<file path="src/rtl/nms_window_ctrl.sv">
// nms_window_ctrl
// Sequencer for the 3-row magnitude/angle line buffer ahead of non-maximum
// suppression. Accepts the gradient pixel stream, drives the buffer load
// strobe, injects IMG_W+1 zero pixels at end of frame so the last row drains,
// and tags each emitted 3x3 window with its centre coordinates and a border
// flag. One window leaves per image pixel.

module nms_window_ctrl #(
  parameter int IMG_W = 514,
  parameter int IMG_H = 384
) (
  input  logic                     clk,
  input  logic                     rst,
  input  logic                     s_valid,
  input  logic                     s_sof,
  output logic                     s_ready,
  output logic                     lb_ld,
  output logic                     lb_zero,
  output logic                     win_valid,
  output logic [$clog2(IMG_H)-1:0] win_row,
  output logic [$clog2(IMG_W)-1:0] win_col,
  output logic                     win_border,
  output logic                     frame_done,
  output logic                     frame_err
);

  localparam int ROW_W = $clog2(IMG_H);
  localparam int COL_W = $clog2(IMG_W);
  localparam int NPIX  = IMG_W * IMG_H;
  // Load counter spans pixel loads plus flush loads, plus one terminal count.
  localparam int T_W   = $clog2(NPIX + IMG_W + 2);

  localparam logic [T_W-1:0]   T_FIRST   = T_W'(IMG_W + 1);
  localparam logic [T_W-1:0]   T_LASTPIX = T_W'(NPIX - 1);
  localparam logic [T_W-1:0]   T_LAST    = T_W'(NPIX + IMG_W);
  localparam logic [COL_W-1:0] COL_MAX   = COL_W'(IMG_W - 1);
  localparam logic [ROW_W-1:0] ROW_MAX   = ROW_W'(IMG_H - 1);

  typedef enum logic [1:0] {
    S_IDLE  = 2'd0,
    S_RUN   = 2'd1,
    S_FLUSH = 2'd2
  } state_t;

  state_t           r_state;
  state_t           w_state_nxt;
  logic [T_W-1:0]   r_t;
  logic [T_W-1:0]   w_idx;
  logic             w_start;
  logic             w_accept;
  logic             w_emit;
  logic             w_first;
  logic [ROW_W-1:0] w_row_nxt;
  logic [COL_W-1:0] w_col_nxt;

  // A centre on the outer ring of the image has an incomplete neighbourhood.
  function automatic logic f_border(input logic [ROW_W-1:0] row,
                                    input logic [COL_W-1:0] col);
    return (row == '0) || (row == ROW_MAX) || (col == '0) || (col == COL_MAX);
  endfunction

  // Handshake, load strobe and next-state decode.
  always_comb begin
    w_state_nxt = r_state;
    s_ready     = (r_state != S_FLUSH);
    lb_zero     = (r_state == S_FLUSH);
    w_start     = s_valid & s_sof & s_ready;
    w_accept    = s_valid & s_ready & ((r_state == S_RUN) | s_sof);
    lb_ld       = w_accept | (r_state == S_FLUSH);
    // A frame start makes this load index 0 regardless of the running count.
    w_idx       = w_start ? '0 : r_t;
    unique case (r_state)
      S_IDLE: begin
        if (w_start) begin
          w_state_nxt = (w_idx == T_LASTPIX) ? S_FLUSH : S_RUN;
        end
      end
      S_RUN: begin
        if (w_accept && (w_idx == T_LASTPIX)) begin
          w_state_nxt = S_FLUSH;
        end
      end
      S_FLUSH: begin
        if (r_t == T_LAST) begin
          w_state_nxt = S_IDLE;
        end
      end
      default: w_state_nxt = S_IDLE;
    endcase
  end

  // Window emission and the next centre coordinates.
  always_comb begin
    w_emit    = lb_ld && (w_idx >= T_FIRST);
    w_first   = (w_idx == T_FIRST);
    w_row_nxt = win_row;
    w_col_nxt = win_col;
    if (w_start || (w_emit && w_first)) begin
      w_row_nxt = '0;
      w_col_nxt = '0;
    end else if (w_emit) begin
      if (win_col == COL_MAX) begin
        w_col_nxt = '0;
        w_row_nxt = win_row + 1'b1;
      end else begin
        w_col_nxt = win_col + 1'b1;
      end
    end
  end

  // State register.
  always_ff @(posedge clk) begin
    if (rst) begin
      r_state <= S_IDLE;
    end else begin
      r_state <= w_state_nxt;
    end
  end

  // Load counter: index of the next load within the current frame.
  always_ff @(posedge clk) begin
    if (rst) begin
      r_t <= '0;
    end else if (lb_ld) begin
      r_t <= w_idx + 1'b1;
    end
  end

  // Window tags, registered to line up with the buffer's registered outputs.
  always_ff @(posedge clk) begin
    if (rst) begin
      win_valid  <= 1'b0;
      win_row    <= '0;
      win_col    <= '0;
      win_border <= 1'b0;
      frame_done <= 1'b0;
      frame_err  <= 1'b0;
    end else begin
      win_valid  <= w_emit;
      win_row    <= w_row_nxt;
      win_col    <= w_col_nxt;
      win_border <= w_emit & f_border(w_row_nxt, w_col_nxt);
      frame_done <= w_emit & (w_idx == T_LAST);
      frame_err  <= w_start & (r_state == S_RUN);
    end
  end

endmodule

</file>
<file path="config.mk">
export PLATFORM = sky130hd
export DESIGN_NAME = nms_window_ctrl
export DESIGN_NICKNAME = d
export VERILOG_FILES = /design/src/rtl/nms_window_ctrl.sv
export SDC_FILE = /design/constraint.sdc
export NUM_CORES = 1
export LEC_CHECK = 0
export ABC_CLOCK_PERIOD_IN_PS = 4700
export CAP_MARGIN = 0
export CORE_AREA = 2 2 101 79
export CTS_BUF_LIST = sky130_fd_sc_hd__clkbuf_4 sky130_fd_sc_hd__clkbuf_8
export DETAILED_ROUTE_END_ITERATION = 8
export DIE_AREA = 0 0 103 81
export REMOVE_ABC_BUFFERS = 1
export SETUP_SLACK_MARGIN = 0.4
export SYNTH_ARGS = -nofsm -noshare
export SYNTH_HDL_FRONTEND = slang
export SYNTH_SLANG_ARGS = --single-unit
</file>
<file path="constraint.sdc">
create_clock -name clk -period 4.7 [get_ports clk]
set_clock_uncertainty 0.2 [all_clocks]
set_input_delay 0.705 -clock clk [delete_from_list [all_inputs] [get_ports clk]]
set_output_delay 0.705 -clock clk [all_outputs]
set_load 0.05 [all_outputs]
</file>
==> flow_summary.yaml, run 1 <==
status:
  status: "completed"
logic_synthesis:
  synth-edff-count: 0
  yosysSeqAreaShare: 0.332
  async_reset_ff_frac: 0
  ys.flop_type: "dfxtp_1"
  yosysWarnings: 0
  synth_area_per_cell_um2: 8.28
  syn_area_um2: 2590
  synth.distinct_cells: 63
  ys_ff_latch: 43
  netlist_instances: 313
route:
  drcViolationCount: 0
  vias_per_cell: 5.05
  initialDrtViolationCount: 124
  vias: 2222
  ant_nets: 0
  post_drt_wl_per_cell_um: 12.9
  routed_wl_um: 5690
  firstDrtPassIters: 5
setup_path:
  cp_top_family: "compound AO/OA/AOI/OAI gates"
  path_class: "in2reg"
  cp_num_buf_inv: 1
  regToRegSetupSlack_ns: 1.21
  cp.arrival_ns: 3.70
  cp_slowest_stage_delay_ns: 0.58
  worst_setup_path_start_kind: "input pin"
  crit_path_frequent_cell: "o2111a_1"
  cp_max_fo: 7
  reg2reg_from: "r_state[0]"
  cpMaxStageDelayCell: "clkdlybuf4s50_1"
  cp.required_ns: 4.69
  end_kind: "register"
  crit_chain: "clkdlybuf4s50_1 -> nand3_1 -> and2_1 -> ha_1 -> or4_1 -> o21ai_4 -> a211oi_1 -> o2111a_1 -> o2111a_1 -> o31a_1 -> a311o_1"
  reg2regPathDepth: 11
  r2r-end: "win_border"
die:
  initial_core_util: 0.346
  die-area_um2: 8340
  ios: 30
  die_h_um: 81
  die_x_um: 103
  core-area_um2: 7500
  placementRows: 28
clocking:
  cts_tree: "yes"
  clock_sinks: 43
  cts_made_buffers: 5
  post_cts_resized: 0
  root_buffer: "clkbuf_8"
  postCtsSetupRepairBufs: 0
  clock_latency_ns: 0.29
  clockBufferDepth: 2
  clk_pin_slew_ns: 0.09
  h-tree-depth: 2
  holdBufCountCts: 0
global_routing:
  grt_usage: 0.151
  grt_pass1_vias: 2003
  grt_max_degree: 17
  grt_first_pass_wirelength_um: 9910
  grt.overflow.total: 0
  antenna_found_initial: 0
timing:
  tightestPinTransition_ns: 0.718
  fin_crit_ns: 3.71
  rsz0062_at_grt: "no"
  finalSetupViolCount: 0
  hold_violations: 0
  fmax_mhz: 270
  relSlewSlack: 0.519
  setup_tns_ns: 0
  slew_viol_final: 0
  post-route-period-util: 0.789
min_path:
  hp-class: "reg2reg"
  hold_depth: 1
  hold_end: "r_state[0]"
  holdCritStartpoint: "r_state[1]"
power_and_ir_drop:
  cellLeakagePower_nw: 0.954
  total_power_mw: 0.664
  power_per_cell_area_nw_per_um2: 219
  ir_worst_vdd_v: 0.000120
placed_design:
  dp_hpwl_um: 4110
  place_congestion: 0.852
  io_buffers: 29
final_layout:
  seqCellArea_um2: 861
  insertedDiodeCount: 0
  final.fill_count: 817
  multi_input_area_um2: 1580
  num-nets-final: 343
  syn_to_final_growth_pct: 16.7
  drive_gt1_frac: 0.0866
flow_run:
  maxCapViolations: 0
## area by class of cell
type / count / area share
clock buffers: 7 / 0.0318
flip-flops and latches: 43 / 0.285
well taps: 105 / 0.0434
multi-input cells: 243 / 0.524
clock inverters: 1 / 0.00248
inverters: 10 / 0.0132
repair buffers: 31 / 0.101
## Yosys cell counts (all sizes together), types with 6 or more instances
| cell type | n | area [um^2] |
|---|---|---|
| nor2 | 49 | 191 |
| dfxtp | 43 | 861 |
| nand2 | 31 | 116 |
| xnor2 | 22 | 193 |
| nand3 | 16 | 80.1 |
| xor2 | 13 | 114 |
| a21oi | 10 | 53.8 |
| inv | 10 | 40.0 |
| clkbuf | 9 | 33.8 |
| nor3 | 9 | 45.0 |
| a211oi | 8 | 77.6 |
| and3 | 8 | 50.1 |
| buf | 7 | 62.6 |
| nand4 | 6 | 52.6 |
## per-layer routing
layer,part of all wire,up-vias,track usage
li1,-,1129,-
met4,0.0046,0,0.0355
met2,0.42,40,0.217
met5,0,-,0
met1,0.53,1051,0.226
met3,0.040,2,0.0336
## cell usage in the layout, fill, tap and decap left out, drive strengths merged, types with 3 or more instances in the layout
master	count
clkbuf	7
nand4	6
nor3b	3
and4	3
clkdlybuf4s50	29
xor2	13
inv	10
xnor2	22
ha	5
nor2b	4
nor2	49
or2	4
a211oi	8
a21oi	10
nand2b	4
or4	3
nor4	5
nand3	16
nand2	31
nor3	9
dfxtp	43
and3	8
and2	4
o21ai	5
## worst max-delay path by stage
stage,startpoint,endpoint,slack (ns),depth (start not counted)
finish,s_valid,win_border,0.99,11
global route,s_valid,win_border,0.80,11
CTS,s_sof,win_border,1.01,11
detailed placement,s_sof,win_border,0.68,11
global placement,s_sof,win_border,0.79,11
floorplan,r_state[0],win_border,0.88,11
## registers in the layout (all words and copies together), names as in the netlist
register	cells
frame_done	1
frame_err	1
r_state	2
r_t	18
win_border	1
win_col	10
win_row	9
win_valid	1
## where the power goes
group | switching (mW) | internal (mW)
sequential | 0.00226 | 0.366
combinational | 0.0197 | 0.00957
clock | 0.133 | 0.134
## through the flow
stage / area [um^2] / utilization / setup WS, ns / instances / hold slack (ns)
2_1_floorplan: 2480 / - / 0.878 / 296 / 0.260
3_3_place_gp: 2920 / 0.390 / 0.792 / 432 / 0.307
3_5_place_dp: 2920 / 0.390 / 0.682 / 432 / 0.300
4_1_cts: 3030 / 0.404 / 1.01 / 440 / 0.314
5_1_grt: 3030 / 0.404 / 0.799 / 440 / 0.349
6_report: 3030 / 0.404 / 0.993 / 440 / 0.311
## worst register-to-register path, delay by kind of cell (launching register included)
kind	cells	cell delay (ns)
AOI/OAI and AO/OA	6	1.38
adders and majority gates	1	0.22
DFF	1	0.40
and+or+nand+nor	4	1.20
## logic make-up after synthesis
family / after synthesis / synth area share
muxes: 3 / 0.0121
and+or+nand+nor: 156 / 0.320
buffers and inverters: 27 / 0.0569
xor gates and xnor gates: 35 / 0.118
adders and majority gates: 5 / 0.0241
DFF: 43 / 0.332
AOI/OAI and AO/OA: 44 / 0.136
No activity file was read; power rests on OpenSTA's default activity.
==> run 2, diff against run 1 <==
--- a/config.mk
+++ b/config.mk
@@ -5,7 +5,7 @@
 export SDC_FILE = /design/constraint.sdc
 export NUM_CORES = 1
 export LEC_CHECK = 0
-export ABC_CLOCK_PERIOD_IN_PS = 4700
+export ABC_CLOCK_PERIOD_IN_PS = 3100
 export CAP_MARGIN = 0
 export CORE_AREA = 2 2 101 79
 export CTS_BUF_LIST = sky130_fd_sc_hd__clkbuf_4 sky130_fd_sc_hd__clkbuf_8
==> constraint.sdc (replaced) <==
create_clock -name clk -period 3.1 [get_ports clk]
set_clock_uncertainty 0.2 [all_clocks]
set_input_delay 0.465 -clock clk [delete_from_list [all_inputs] [get_ports clk]]
set_output_delay 0.465 -clock clk [all_outputs]
set_load 0.05 [all_outputs]
==> run 2 against run 1 <==
Against the previous run: utilization increased by 6.6 points; flip-flop and latch count unchanged; highest routed layer unchanged; routed wire length increased by 16%; critical endpoint unchanged; critical path type is now reg2reg.
==> flow_summary.yaml, run 2 (same netlist as run 1, synthesis figures left out) <==
status:
  status: "completed"
clocking:
  clockBufferDepth: 2
  clk_pin_slew_ns: 0.08
  cts_made_buffers: 5
  root_buffer: "clkbuf_8"
  h-tree-depth: 2
  clock_latency_ns: 0.29
  clock_sinks: 43
  cts_tree: "yes"
  holdBufCountCts: 0
final_layout:
  finish.utilization: 0.470
  drive_gt1_frac: 0.239
  final.fill_count: 752
  insertedDiodeCount: 0
  num-nets-final: 389
  largest_reg_flops: 18
  layout_commonest_cell: "nor2_1"
  regMostFlops: "r_t"
  reg.largest.list: "r_t: 18 flops, win_col: 10 flops, win_row: 9 flops"
  final_cell_mix: "nor2_1 (47), dfxtp_1 (42), buf_4 (42)"
  final_area_um2: 3520
  syn_to_final_growth_pct: 35.9
  stdcell_count: 485
timing:
  fin_crit_ns: 2.89
  finalSetupViolCount: 0
  tightestPinTransition_ns: 0.524
  worst_slack_ns: 0.209
  fmax_mhz: 346
  rsz0062_at_grt: "yes"
  post-route-period-util: 0.933
  relSlewSlack: 0.651
  slew_viol_final: 0
  setup_tns_ns: 0
  hold_violations: 0
route:
  routed_wl_um: 6590
  wl_met1_um: 3420
  drcViolationCount: 0
  wl_met2_um: 2800
  vias: 2400
  post_drt_wl_per_cell_um: 13.6
  vias_per_cell: 4.95
  initialDrtViolationCount: 96
  ant_nets: 0
  highest_layer: "met4"
  wl_met3_um: 264
  firstDrtPassIters: 4
placed_design:
  dpl.cell_count: 456
  dp_hpwl_um: 4470
  dp_slack_ns: -0.387
  io_buffers: 29
  place_congestion: 0.850
  place_area_um2: 3100
setup_path:
  cpMaxStageDelayCell: "or4_4"
  path_class: "reg2reg"
  regToRegSetupSlack_ns: 0.21
  cp.required_ns: 3.09
  reg2regPathDepth: 11
  reg2reg_from: "r_state[0]"
  end_kind: "register"
  crit_chain: "nand2b_4 -> nand3_2 -> and2_4 -> ha_4 -> or4_4 -> o21ai_4 -> a211oi_4 -> and3_1 -> o2111a_1 -> o31a_1 -> a311o_1"
  cp.arrival_ns: 2.89
  crit_path_end: "win_border"
  worst_setup_path_start_kind: "register"
  r2r-end: "win_border"
  critPathLaunch: "r_state[0]"
  cp_slowest_stage_delay_ns: 0.42
  cp_max_fo: 6
global_routing:
  grt_max_degree: 16
  grt_usage: 0.158
  grt.overflow.total: 0
  grt_pass1_vias: 2172
  antenna_found_initial: 0
  grt_first_pass_wirelength_um: 10400
die:
  initial_core_util: 0.346
  die_h_um: 81
  ios: 30
  core-area_um2: 7500
  die-area_um2: 8340
  die_x_um: 103
  placementRows: 28
power_and_ir_drop:
  ir_worst_vdd_v: 0.000174
  power_per_cell_area_nw_per_um2: 306
  cellLeakagePower_nw: 1.24
min_path:
  hp-class: "reg2reg"
flow_run:
  maxCapViolations: 0
-- run 2: layer usage --
layer / up-vias / global-route usage
met5: - / 0
met4: 0 / 0.0434
met3: 11 / 0.0361
met2: 47 / 0.229
met1: 1114 / 0.233
li1: 1228 / -
-- run 2: layout make-up --
type / count / area (um^2) / area share
clock inverters: 1 / 30.0 / 0.00853
clock buffers: 6 / 76.3 / 0.0217
well taps: 105 / 131 / 0.0373
multi-input cells: 244 / 1700 / 0.483
flip-flops and latches: 43 / 862 / 0.245
inverters: 10 / 40.0 / 0.0114
repair buffers: 76 / 681 / 0.193
-- run 2: through the flow --
stage	hold slack, ns	power [mW]
floorplan	0.260	0.595
global placement	0.322	0.624
detailed placement	0.307	0.623
CTS	0.326	1.08
global route	0.358	1.12
finish	0.325	1.08
-- run 2: what timing repair did --
action                                 in CTS  in global routing
endpoints found under the hold margin       0                  0
setup buffers                              16                  4
setup endpoints to repair                  20                 35
pin swaps                                  18                  9
gates resized for setup                    17                 16
cloned                                      0                  2
-- run 2: critical path: cells and delay by family, from the launching register on --
family	cells	cell delay (ns)
simple gates	5	0.98
compound gates	5	1.13
flops	1	0.33
fa+ha+maj	1	0.15
-- run 2: report_power, final --
group | internal [mW] | total, mW | switching (mW)
clock network | 0.245 | 0.438 | 0.193
registers | 0.555 | 0.557 | 0.00271
logic | 0.0408 | 0.0831 | 0.0422
total | 0.841 | 1.08 | 0.238
-- run 2: worst min-delay path by stage --
stage	from	end	slack (ns)	cells past startpoint
after CTS	r_t[1]	r_t[1]	0.33	2
after global routing	r_t[1]	r_t[1]	0.36	2
after global placement	r_state[1]	r_state[0]	0.32	2
after floorplan	r_state[1]	r_state[0]	0.26	1
after detailed placement	r_t[1]	r_t[1]	0.31	2
final	r_t[1]	r_t[1]	0.33	2
==> run 3, diff against run 2 <==
--- a/config.mk
+++ b/config.mk
@@ -5,7 +5,7 @@
 export SDC_FILE = /design/constraint.sdc
 export NUM_CORES = 1
 export LEC_CHECK = 0
-export ABC_CLOCK_PERIOD_IN_PS = 3100
+export ABC_CLOCK_PERIOD_IN_PS = 2350
 export CAP_MARGIN = 0
 export CORE_AREA = 2 2 101 79
 export CTS_BUF_LIST = sky130_fd_sc_hd__clkbuf_4 sky130_fd_sc_hd__clkbuf_8
==> constraint.sdc (replaced) <==
create_clock -name clk -period 2.35 [get_ports clk]
set_clock_uncertainty 0.2 [all_clocks]
set_input_delay 0.3525 -clock clk [delete_from_list [all_inputs] [get_ports clk]]
set_output_delay 0.3525 -clock clk [all_outputs]
set_load 0.05 [all_outputs]
==> run 3 against run 2 <==
Against the previous run: the run now ends with negative setup slack left; setup slack got worse by 0.70 ns; routed wire length rose by 8.0%; power rose by 20%; die area did not move; clock power rose by 2%; final area rose by 16%; global-route usage rose by 1.1 points; worst hold slack got worse by 0.033 ns; largest cell class unchanged.
==> flow_summary.yaml, run 3 (same netlist as run 1, synthesis figures left out) <==
power_and_ir_drop:
  total_power_mw: 1.29
  ir_worst_vdd_v: 0.000234
  cellLeakagePower_nw: 1.62
  power_per_cell_area_nw_per_um2: 317
route:
  routed_wl_um: 7120
  firstDrtPassIters: 4
  ant_nets: 0
  vias_per_cell: 4.74
  drcViolationCount: 0
  vias: 2538
  initialDrtViolationCount: 159
  post_drt_wl_per_cell_um: 13.3
global_routing:
  grt_usage: 0.169
  grtUsageMet2: 0.258
  antenna_found_initial: 0
  grt_first_pass_wirelength_um: 11100
  grt.overflow.total: 0
  grt_pass1_vias: 2304
  met3_usage: 0.0404
  grtUsageMet1: 0.246
  grt_max_degree: 16
  busiest_layer: "met2"
setup_path:
  cp.required_ns: 2.34
  crit_chain: "nand2b_4 -> nand3_2 -> and2_4 -> ha_4 -> or4_4 -> o21ai_4 -> buf_12 -> a211oi_4 -> and3_1 -> o2111a_1 -> o31a_1 -> a311o_1"
  path_class: "reg2reg"
  cp_slowest_stage_delay_ns: 0.42
  worst_setup_path_start_kind: "register"
  cp_max_fo: 6
  end_kind: "register"
  cp.arrival_ns: 2.83
  cp_num_buf_inv: 1
  cpMaxStageDelayCell: "or4_4"
  cp_top_family: "compound AO/OA/AOI/OAI gates"
die:
  ios: 30
  die_h_um: 81
  die_x_um: 103
  core-area_um2: 7500
  initial_core_util: 0.346
  placementRows: 28
  die-area_um2: 8340
placed_design:
  dpl.cell_count: 504
  dp_hpwl_um: 4800
  io_buffers: 29
  dp_slack_ns: -1.04
  place_congestion: 0.891
  place_area_um2: 3470
timing:
  tightestPinTransition_ns: 0.497
  slew_viol_final: 0
  worst_slack_ns: -0.488
  finalSetupViolCount: 27
  post-route-period-util: 1.21
  fin_crit_ns: 2.84
  rsz0062_at_grt: "yes"
  fmax_mhz: 352
  relSlewSlack: 0.670
  hold_violations: 0
final_layout:
  insertedDiodeCount: 0
  final_area_um2: 4080
  stdcell_count: 535
  drive_gt1_frac: 0.419
  syn_to_final_growth_pct: 57.2
  regMostFlops: "r_t"
  layout_commonest_cell: "buf_4"
  finish.utilization: 0.544
  largest_reg_flops: 18
  reg.largest.list: "r_t: 18 flops, win_col: 10 flops, win_row: 9 flops"
  num-nets-final: 440
  final_cell_mix: "buf_4 (78), dfxtp_1 (41), nor2_1 (39)"
clocking:
  clk_pin_slew_ns: 0.09
  root_buffer: "clkbuf_8"
  cts_made_buffers: 5
  clock_latency_ns: 0.29
  cts_tree: "yes"
  clockBufferDepth: 2
  clock_sinks: 43
  h-tree-depth: 2
min_path:
  hp-class: "reg2reg"
status:
  violations: "negative setup slack"
  status: "complete, but fails checks"
flow_run:
  maxCapViolations: 0
[run 3: cell count changes in the layout (fill, tap and decap cells not counted), sizes merged]
cell           previous run  this run
buf                      47       102
dlygate4sd2               2        16
clkdlybuf4s15             0         2
bufinv                    1         0
clkdlybuf4s50            25         1
or2                       5         4
dlymetal6s2s              1         0
clkinvlp                  0         1
clkbuf                    7        12
[run 3: final timing paths]
path	startpoint	endpoint	slack, ns	cells past startpoint
min	win_row[1]	win_row[1]	0.29	2
min reg2reg	win_row[1]	win_row[1]	0.29	2
max	r_state[0]	win_border	-0.49	12
max reg2reg	r_state[0]	win_border	-0.49	12
[run 3: timing repair]
action | in CTS | in global routing
setup buffers | 11 | 14
setup endpoints to repair | 62 | 48
pin swaps | 34 | 27
gates resized for setup | 75 | 54
hold buffers | 0 | 0
[run 3: tightest hold or removal path, cell delays in order, from the launching register on]
cell	delay (ns)
dfxtp_1	0.34
nand2_1	0.06
a21oi_1	0.05
[run 3: metrics by stage]
step           hold WS (ns)  setup TNS, ns
5_1_grt               0.309          -9.51
4_1_cts               0.294          -6.55
6_report              0.292          -6.47
3_3_place_gp          0.272         -20.19
3_5_place_dp          0.280         -20.96
2_1_floorplan         0.222         -28.98
[run 3: power breakdown]
part,total (mW),internal [mW],switching (mW)
clock network,0.445,0.198,0.247
logic,0.115,0.0535,0.0614
registers,0.734,0.732,0.00192
total,1.29,0.983,0.310
[run 3: layout make-up]
type / instances / area [um^2]
clock buffer: 5 / 68.8
multi-input combinational: 243 / 1880
inverter: 10 / 42.5
sequential: 43 / 863
fill: 702 / 3420
clock inverter: 1 / 7.51
timing repair buffer: 128 / 1080
tap: 105 / 131
[run 3: routing by layer]
layer | vias to the layer above | part of all wire
met5 | - | 0
met4 | 0 | 0.0035
met2 | 42 | 0.45
li1 | 1324 | -
met1 | 1170 | 0.51
met3 | 2 | 0.038
